### config.mk
export PLATFORM = sky130hd
export DESIGN_NAME = uart_tx_sched_flat
export DESIGN_NICKNAME = d
export VERILOG_FILES = /design/src/rtl/uart_tx_sched_if.sv /design/src/rtl/uart_tx_sched.sv /design/src/flat_wrapper.sv
export SDC_FILE = /design/constraint.sdc
export NUM_CORES = 1
export LEC_CHECK = 0
export BUFFER_PORTS_ARGS = -buffer_cell sky130_fd_sc_hd__clkbuf_2
export CORE_MARGIN = 2
export CORE_UTILIZATION = 30
export CTS_BUF_LIST = sky130_fd_sc_hd__clkbuf_16
export CTS_CLUSTER_DIAMETER = 100
export DETAILED_ROUTE_END_ITERATION = 8
export GPL_ROUTABILITY_DRIVEN = 0
export SYNTH_ARGS = -nofsm -noshare
export SYNTH_HDL_FRONTEND = slang
export SYNTH_SLANG_ARGS = --single-unit
### constraint.sdc
create_clock -name clk -period 2.1 [get_ports clk]
set_input_delay 0.105 -clock clk [delete_from_list [all_inputs] [get_ports clk]]
set_output_delay 0.105 -clock clk [all_outputs]
set_load 0.05 [all_outputs]
### src/rtl/uart_tx_sched_if.sv
// Handshake bundle between the two byte sources, the bit-enable generator
// and the UART transmit scheduler. The scheduler takes the slave view.
interface uart_tx_sched_if;
  logic       txen;
  logic       req0;
  logic [7:0] data0;
  logic       req1;
  logic [7:0] data1;
  logic       gnt0;
  logic       gnt1;
  logic [7:0] tx_data;
  logic       tx_load;
  logic       busy;

  modport master (
    output txen, req0, data0, req1, data1,
    input  gnt0, gnt1, tx_data, tx_load, busy
  );

  modport slave (
    input  txen, req0, data0, req1, data1,
    output gnt0, gnt1, tx_data, tx_load, busy
  );
endinterface

### src/rtl/uart_tx_sched.sv
// UART transmit scheduler: round-robin share of one tx block between two
// byte sources. Frame end is found by counting txen bit ticks, so the tx
// block needs no busy output.
// Optional inter-frame gap: define UART_TX_GAP_EN to hold off the next
// grant for GAP_TICKS extra bit times after every frame.
//
// state | meaning
// IDLE  | arbitrate; grant registers gntN, tx_data, busy and the rr pointer
// LOAD  | grant cycle; tx_load issues on the following cycle, counter cleared
// WAIT  | count FRAME_TICKS txen ticks (the tx_load cycle itself is not counted)
// GAP   | count GAP_TICKS idle ticks (UART_TX_GAP_EN builds only)
module uart_tx_sched #(
  parameter int FRAME_TICKS = 10,
  parameter int GAP_TICKS   = 2,
  parameter int CW          = 4
) (
  input  logic           clk,
  input  logic           n_rst,
  uart_tx_sched_if.slave bus
);

  typedef enum logic [1:0] {
    S_IDLE = 2'd0,
    S_LOAD = 2'd1,
    S_WAIT = 2'd2,
    S_GAP  = 2'd3
  } state_t;

  localparam int            TICK_MAX   = (FRAME_TICKS > GAP_TICKS) ? FRAME_TICKS : GAP_TICKS;
  localparam logic [CW-1:0] TICK_SAT   = CW'(TICK_MAX);
  localparam logic [CW-1:0] FRAME_LAST = CW'(FRAME_TICKS - 1);
`ifdef UART_TX_GAP_EN
  localparam logic [CW-1:0] GAP_LAST   = CW'(GAP_TICKS - 1);
  localparam state_t        FRAME_EXIT = S_GAP;
`else
  localparam state_t        FRAME_EXIT = S_IDLE;
`endif

  state_t        r_state;
  state_t        w_state_nxt;
  logic          w_grant0;
  logic          w_grant1;
  logic          w_cnt_clr;
  logic          w_cnt_inc;
  logic          r_gnt0;
  logic          r_gnt1;
  logic          r_tx_load;
  logic [7:0]    r_tx_data;
  logic          r_busy;
  logic          r_rr;
  logic [CW-1:0] r_cnt;

  // State register.
  always_ff @(posedge clk or negedge n_rst) begin
    if (!n_rst) r_state <= S_IDLE;
    else        r_state <= w_state_nxt;
  end

  // Next-state, arbitration and tick-counter control.
  always_comb begin
    w_state_nxt = r_state;
    w_grant0    = 1'b0;
    w_grant1    = 1'b0;
    w_cnt_clr   = 1'b0;
    w_cnt_inc   = 1'b0;
    unique case (r_state)
      S_IDLE: begin
        // r_rr=0 favours source 0 when both are requesting.
        if (bus.req0 && (!bus.req1 || !r_rr)) begin
          w_grant0    = 1'b1;
          w_state_nxt = S_LOAD;
        end else if (bus.req1) begin
          w_grant1    = 1'b1;
          w_state_nxt = S_LOAD;
        end
      end
      S_LOAD: begin
        w_cnt_clr   = 1'b1;
        w_state_nxt = S_WAIT;
      end
      S_WAIT: begin
        // A tick coinciding with tx_load belongs to no bit yet.
        if (bus.txen && !r_tx_load) begin
          if (r_cnt == FRAME_LAST) begin
            w_cnt_clr   = 1'b1;
            w_state_nxt = FRAME_EXIT;
          end else begin
            w_cnt_inc = 1'b1;
          end
        end
      end
`ifdef UART_TX_GAP_EN
      S_GAP: begin
        if (bus.txen) begin
          if (r_cnt == GAP_LAST) begin
            w_cnt_clr   = 1'b1;
            w_state_nxt = S_IDLE;
          end else begin
            w_cnt_inc = 1'b1;
          end
        end
      end
`endif
      default: w_state_nxt = S_IDLE;
    endcase
  end

  // Registered outputs, latched byte, rr pointer and tick counter.
  always_ff @(posedge clk or negedge n_rst) begin
    if (!n_rst) begin
      r_gnt0    <= 1'b0;
      r_gnt1    <= 1'b0;
      r_tx_load <= 1'b0;
      r_tx_data <= 8'h00;
      r_busy    <= 1'b0;
      r_rr      <= 1'b0;
      r_cnt     <= '0;
    end else begin
      r_gnt0    <= w_grant0;
      r_gnt1    <= w_grant1;
      r_tx_load <= (r_state == S_LOAD);
      r_busy    <= (w_state_nxt != S_IDLE);
      if (w_grant0) begin
        r_tx_data <= bus.data0;
        r_rr      <= 1'b1;
      end else if (w_grant1) begin
        r_tx_data <= bus.data1;
        r_rr      <= 1'b0;
      end
      // Saturate at the largest terminal count so a bad parameter set cannot wrap.
      if (w_cnt_clr)                           r_cnt <= '0;
      else if (w_cnt_inc && r_cnt != TICK_SAT) r_cnt <= r_cnt + 1'b1;
    end
  end

  assign bus.gnt0    = r_gnt0;
  assign bus.gnt1    = r_gnt1;
  assign bus.tx_load = r_tx_load;
  assign bus.tx_data = r_tx_data;
  assign bus.busy    = r_busy;

endmodule

### src/flat_wrapper.sv
// flat-port wrapper written by rule: the top's interface ports become plain ports
module uart_tx_sched_flat 
#(
  parameter int FRAME_TICKS = 10,
  parameter int GAP_TICKS   = 2,
  parameter int CW          = 4
)
  (clk, n_rst, bus_txen, bus_req0, bus_data0, bus_req1, bus_data1, bus_gnt0, bus_gnt1, bus_tx_data, bus_tx_load, bus_busy);
  uart_tx_sched_if bus_i ();
  input  logic clk;
  input  logic n_rst;
  input wire logic [$bits(bus_i.txen)-1:0] bus_txen;
  input wire logic [$bits(bus_i.req0)-1:0] bus_req0;
  input wire logic [$bits(bus_i.data0)-1:0] bus_data0;
  input wire logic [$bits(bus_i.req1)-1:0] bus_req1;
  input wire logic [$bits(bus_i.data1)-1:0] bus_data1;
  output wire logic [$bits(bus_i.gnt0)-1:0] bus_gnt0;
  output wire logic [$bits(bus_i.gnt1)-1:0] bus_gnt1;
  output wire logic [$bits(bus_i.tx_data)-1:0] bus_tx_data;
  output wire logic [$bits(bus_i.tx_load)-1:0] bus_tx_load;
  output wire logic [$bits(bus_i.busy)-1:0] bus_busy;
  assign bus_i.txen = bus_txen;
  assign bus_i.req0 = bus_req0;
  assign bus_i.data0 = bus_data0;
  assign bus_i.req1 = bus_req1;
  assign bus_i.data1 = bus_data1;
  assign bus_gnt0 = bus_i.gnt0;
  assign bus_gnt1 = bus_i.gnt1;
  assign bus_tx_data = bus_i.tx_data;
  assign bus_tx_load = bus_i.tx_load;
  assign bus_busy = bus_i.busy;
  uart_tx_sched #(.FRAME_TICKS(FRAME_TICKS), .GAP_TICKS(GAP_TICKS), .CW(CW)) u_core (.clk(clk), .n_rst(n_rst), .bus(bus_i));
endmodule
==> load_flow_metrics.sql <==
INSERT INTO impl_metrics (metric_group, metric, value, unit) VALUES
('outcome', 'status', 'completed', ''),
('synth', 'yosysSeqAreaShare', '52.3', '%'),
('global_routing', 'via_count_of_the_first_global_routing_pass', '780', ''),
('finish', 'fin_area', '0.00120', 'mm^2'),
('synth', 'synth_top_area_share', '52.3', '%'),
('power_and_ir_drop', 'finalPower', '2.06', 'mW'),
('finish', 'design.final.nets', '146', ''),
('placed_design', 'placedCellCount', '143', ''),
('floorplan', 'floorplan_core_area', '0.00283', 'mm^2'),
('power_and_ir_drop', 'static-leakage-power', '0.634', 'nW'),
('sta', 'timing.hold.ws', '67.9', 'ps'),
('sta', 'tightest_slew', '463', 'ps'),
('synth', 'synthesized_nets', '108', ''),
('route', 'route.vias.total', '767', ''),
('clock_network', 'insertion_delay', '250', 'ps'),
('sta', 'clock.fmax', '655', 'MHz'),
('hold_path', 'hold_path.class', 'primary input to flip-flop', ''),
('clock_network', 'cts_tree', 'built', ''),
('synth', 'yosys.cell_types.count', '25', ''),
('synth', 'synth_cells', '80', ''),
('sta', 'slew_headroom', '69.1', '%'),
('placed_design', 'dp_slack', '592', 'ps'),
('route', 'route.detailed.vias_per_inst', '5.18', ''),
('clock_network', 'cts_root_buf', 'sky130_fd_sc_hd__clkbuf_16', ''),
('clock_network', 'clock_transition_at_the_register_clock_pins_on_the_worst_setup_and_hold_paths_after_cts', '50', 'ps'),
('synth', 'netlist_top_cells_area', 'sky130_fd_sc_hd__dfrtp_1 (52%), sky130_fd_sc_hd__ha_1 (9.6%), sky130_fd_sc_hd__a222oi_1 (8.8%)', ''),
('route', 'wire_per_inst', '13.7', 'um'),
('finish', 'area_growth_syn_to_layout', '31.8', '%'),
('sta', 'drv_slew', '0', ''),
('clock_network', 'ctsHtreeMaxLevel', '1', ''),
('synth', 'synth_warnings', '0', ''),
('clock_network', 'cts_sinks', '19', ''),
('setup_path', 'worstPathMaxFanout', '4', ''),
('setup_path', 'critPathKind', 'flip-flop to flip-flop', ''),
('floorplan', 'floorplan.die.width', '59.1', 'um'),
('finish', 'multiInputGateArea', '378', 'um^2'),
('synth', 'syn-mean-instance-area', '11.4', 'um^2'),
('floorplan', 'floorplan.io_pins', '33', ''),
('finish', 'final_core_utilization', '42.4', '%'),
('placed_design', 'placement.io_buffers', '32', ''),
('clock_network', 'cts_max_path_buffers', '2', ''),
('global_routing', 'globalRoute.totalOverflow', '0', ''),
('sta', 'timing.setup.tns', '0', 'ps'),
('sta', 'final_hold_viol_count', '0', ''),
('run', 'cap_viol_max_count', '0', ''),
('route', 'drc', '0', ''),
('sta', 'layout_worst_path_cycle_share', '72.7', '%'),
('synth', 'postSynthRegisterBits', '19', ''),
('route', 'drt_wl_total', '2030', 'um'),
('finish', 'layout-drive-gt1-share', '35.0', '%'),
('finish', 'nFillCells', '272', ''),
('finish', 'area.sequential', '475', 'um^2'),
('finish', 'antennaDiodeCount', '0', ''),
('setup_path', 'timing.critical_path.from_type', 'flip-flop', ''),
('synth', 'synthDominantAreaCellType', 'sky130_fd_sc_hd__dfrtp_1', ''),
('placed_design', 'place.detailed.hpwl', '1580', 'um'),
('sta', 'finalWorstPathRequiredPeriod', '1530', 'ps'),
('clock_network', 'tritoncts.num_buffers', '3', ''),
('floorplan', 'die-area', '0.00349', 'mm^2'),
('setup_path', 'critPathArrivalTime', '1680', 'ps'),
('sta', 'finalClockSkew', '1.81', 'ps'),
('floorplan', 'initial_core_util', '32.2', '%'),
('route', 'initialDrtViolationCount', '37', ''),
('floorplan', 'placementRows', '19', ''),
('placed_design', 'placed_area', '0.00111', 'mm^2'),
('global_routing', 'grt_max_degree', '20', ''),
('global_routing', 'grt_pass1_wl', '3220', 'um'),
('sta', 'fin_ws', '573', 'ps'),
('power_and_ir_drop', 'vdd_drop_max', '0.000759', 'V'),
('route', 'detail-route-antenna-nets', '0', ''),
('floorplan', 'die_h', '59.1', 'um'),
('power_and_ir_drop', 'pwr_per_cell_area', '1720', 'mW/mm^2'),
('clock_network', 'post_cts_buffers', '0', ''),
('synth', 'netlist_area', '910', 'um^2'),
('finish', 'finish.cell_count_without_fillers', '148', ''),
('sta', 'rsz0062_at_grt', 'no', ''),
('sta', 'report.final.setup_viol', '0', ''),
('setup_path', 'setup.worst_path.end_class', 'flip-flop', ''),
('setup_path', 'required', '2250', 'ps'),
('global_routing', 'antenna_found_initial', '0', ''),
('route', 'drt_first_pass_iters', '4', ''),
('global_routing', 'grt_util_all_layers', '12.4', '%');
-- where the power goes --
group / internal [mW] / switching (mW)
clock network: 0.255 / 0.133
registers: 0.536 / 0.125
logic: 0.310 / 0.704
-- synth_stat cells --
master	n
sky130_fd_sc_hd__nand4_1	1
sky130_fd_sc_hd__a222oi_1	8
sky130_fd_sc_hd__a21boi_0	1
sky130_fd_sc_hd__and3b_1	1
sky130_fd_sc_hd__a21oi_1	2
sky130_fd_sc_hd__nand2_1	4
sky130_fd_sc_hd__dfrtp_1	19
sky130_fd_sc_hd__o21a_1	1
sky130_fd_sc_hd__xnor2_1	2
sky130_fd_sc_hd__and4bb_1	1
sky130_fd_sc_hd__or2_1	1
sky130_fd_sc_hd__ha_1	7
sky130_fd_sc_hd__a21boi_1	1
sky130_fd_sc_hd__nand4b_1	1
sky130_fd_sc_hd__a21oi_2	2
sky130_fd_sc_hd__a211oi_1	1
sky130_fd_sc_hd__o21ai_2	1
sky130_fd_sc_hd__nor2_1	5
sky130_fd_sc_hd__inv_1	15
sky130_fd_sc_hd__nand3_1	1
sky130_fd_sc_hd__a311oi_1	1
sky130_fd_sc_hd__o211ai_2	1
sky130_fd_sc_hd__o31a_2	1
sky130_fd_sc_hd__o21ai_0	1
sky130_fd_sc_hd__a211o_1	1
-- cell usage in the layout, fill, tap and decap left out, types with 2 or more instances in the layout --
master and instances:
sky130_fd_sc_hd__clkbuf_2 32, sky130_fd_sc_hd__dfrtp_1 19, sky130_fd_sc_hd__inv_1 15, sky130_fd_sc_hd__a222oi_1 8, sky130_fd_sc_hd__ha_1 7, sky130_fd_sc_hd__nor2_1 5
sky130_fd_sc_hd__nand2_1 4, sky130_fd_sc_hd__clkbuf_16 3, sky130_fd_sc_hd__a21oi_2 2, sky130_fd_sc_hd__a21oi_1 2, sky130_fd_sc_hd__xnor2_1 2
-- layer usage --
| layer | GRT usage [%] | wire, um | vias to the layer above |
|---|---|---|---|
| met5 | 0 | 0 | - |
| met3 | 2.40 | 62 | 5 |
| li1 | - | - | 363 |
| met2 | 22.1 | 1080 | 19 |
| met1 | 13.7 | 838 | 380 |
| met4 | 7.14 | 43 | 0 |
-- cell type report --
type / instances / area share, %
sequential: 19 / 39.7
tap: 31 / 3.24
timing repair buffer: 33 / 14.2
clock buffer: 3 / 6.26
multi-input combinational: 46 / 31.5
inverter: 15 / 4.70
clock inverter: 1 / 0.418
-- final timing paths --
kind | start | to | slack [ps] | cells past startpoint
worst max-delay path | u_core.r_state[0] | u_core.r_cnt[2] | 570 | 6
worst min-delay path | bus_data1[5] | u_core.bus.tx_data[5] | 70 | 3
worst max register to register | u_core.r_state[0] | u_core.r_cnt[2] | 570 | 6
worst min register to register | u_core.bus.tx_data[5] | u_core.bus.tx_data[5] | 510 | 2
max in group asynchronous | n_rst | u_core.bus.tx_data[5] | 1440 | 2
min in group asynchronous | n_rst | u_core.bus.busy | 340 | 2
-- critical path: stages (launching register included) --
cell                       delay, ps
sky130_fd_sc_hd__dfrtp_1         400
sky130_fd_sc_hd__inv_1           110
sky130_fd_sc_hd__ha_1            210
sky130_fd_sc_hd__and3b_1         210
sky130_fd_sc_hd__o31a_2          190
sky130_fd_sc_hd__a21oi_1          80
sky130_fd_sc_hd__a311oi_1        230
-- timing repair --
| item | CTS | global route |
|---|---|---|
| hold buffers | 1 | 0 |
| gates resized for setup | 0 | 0 |
| hold endpoints to repair | 19 | 0 |
-- flip-flops by register name, indices dropped and copies added (netlist names) --
register / count
u_core.bus.busy: 1
u_core.r_state: 2
u_core.r_cnt: 4
u_core.bus.gnt1: 1
u_core.bus.gnt0: 1
u_core.r_rr: 1
u_core.bus.tx_data: 8
u_core.bus.tx_load: 1
-- cell families after synthesis --
group	Yosys count	synth area share, %
xor+xnor	2	1.93
buf+inv	15	6.19
fa+ha+maj	7	9.63
simple gates	15	8.94
compound gates	22	21.0
flops	19	52.3
Note: power is estimated with default switching activity, not from simulation.
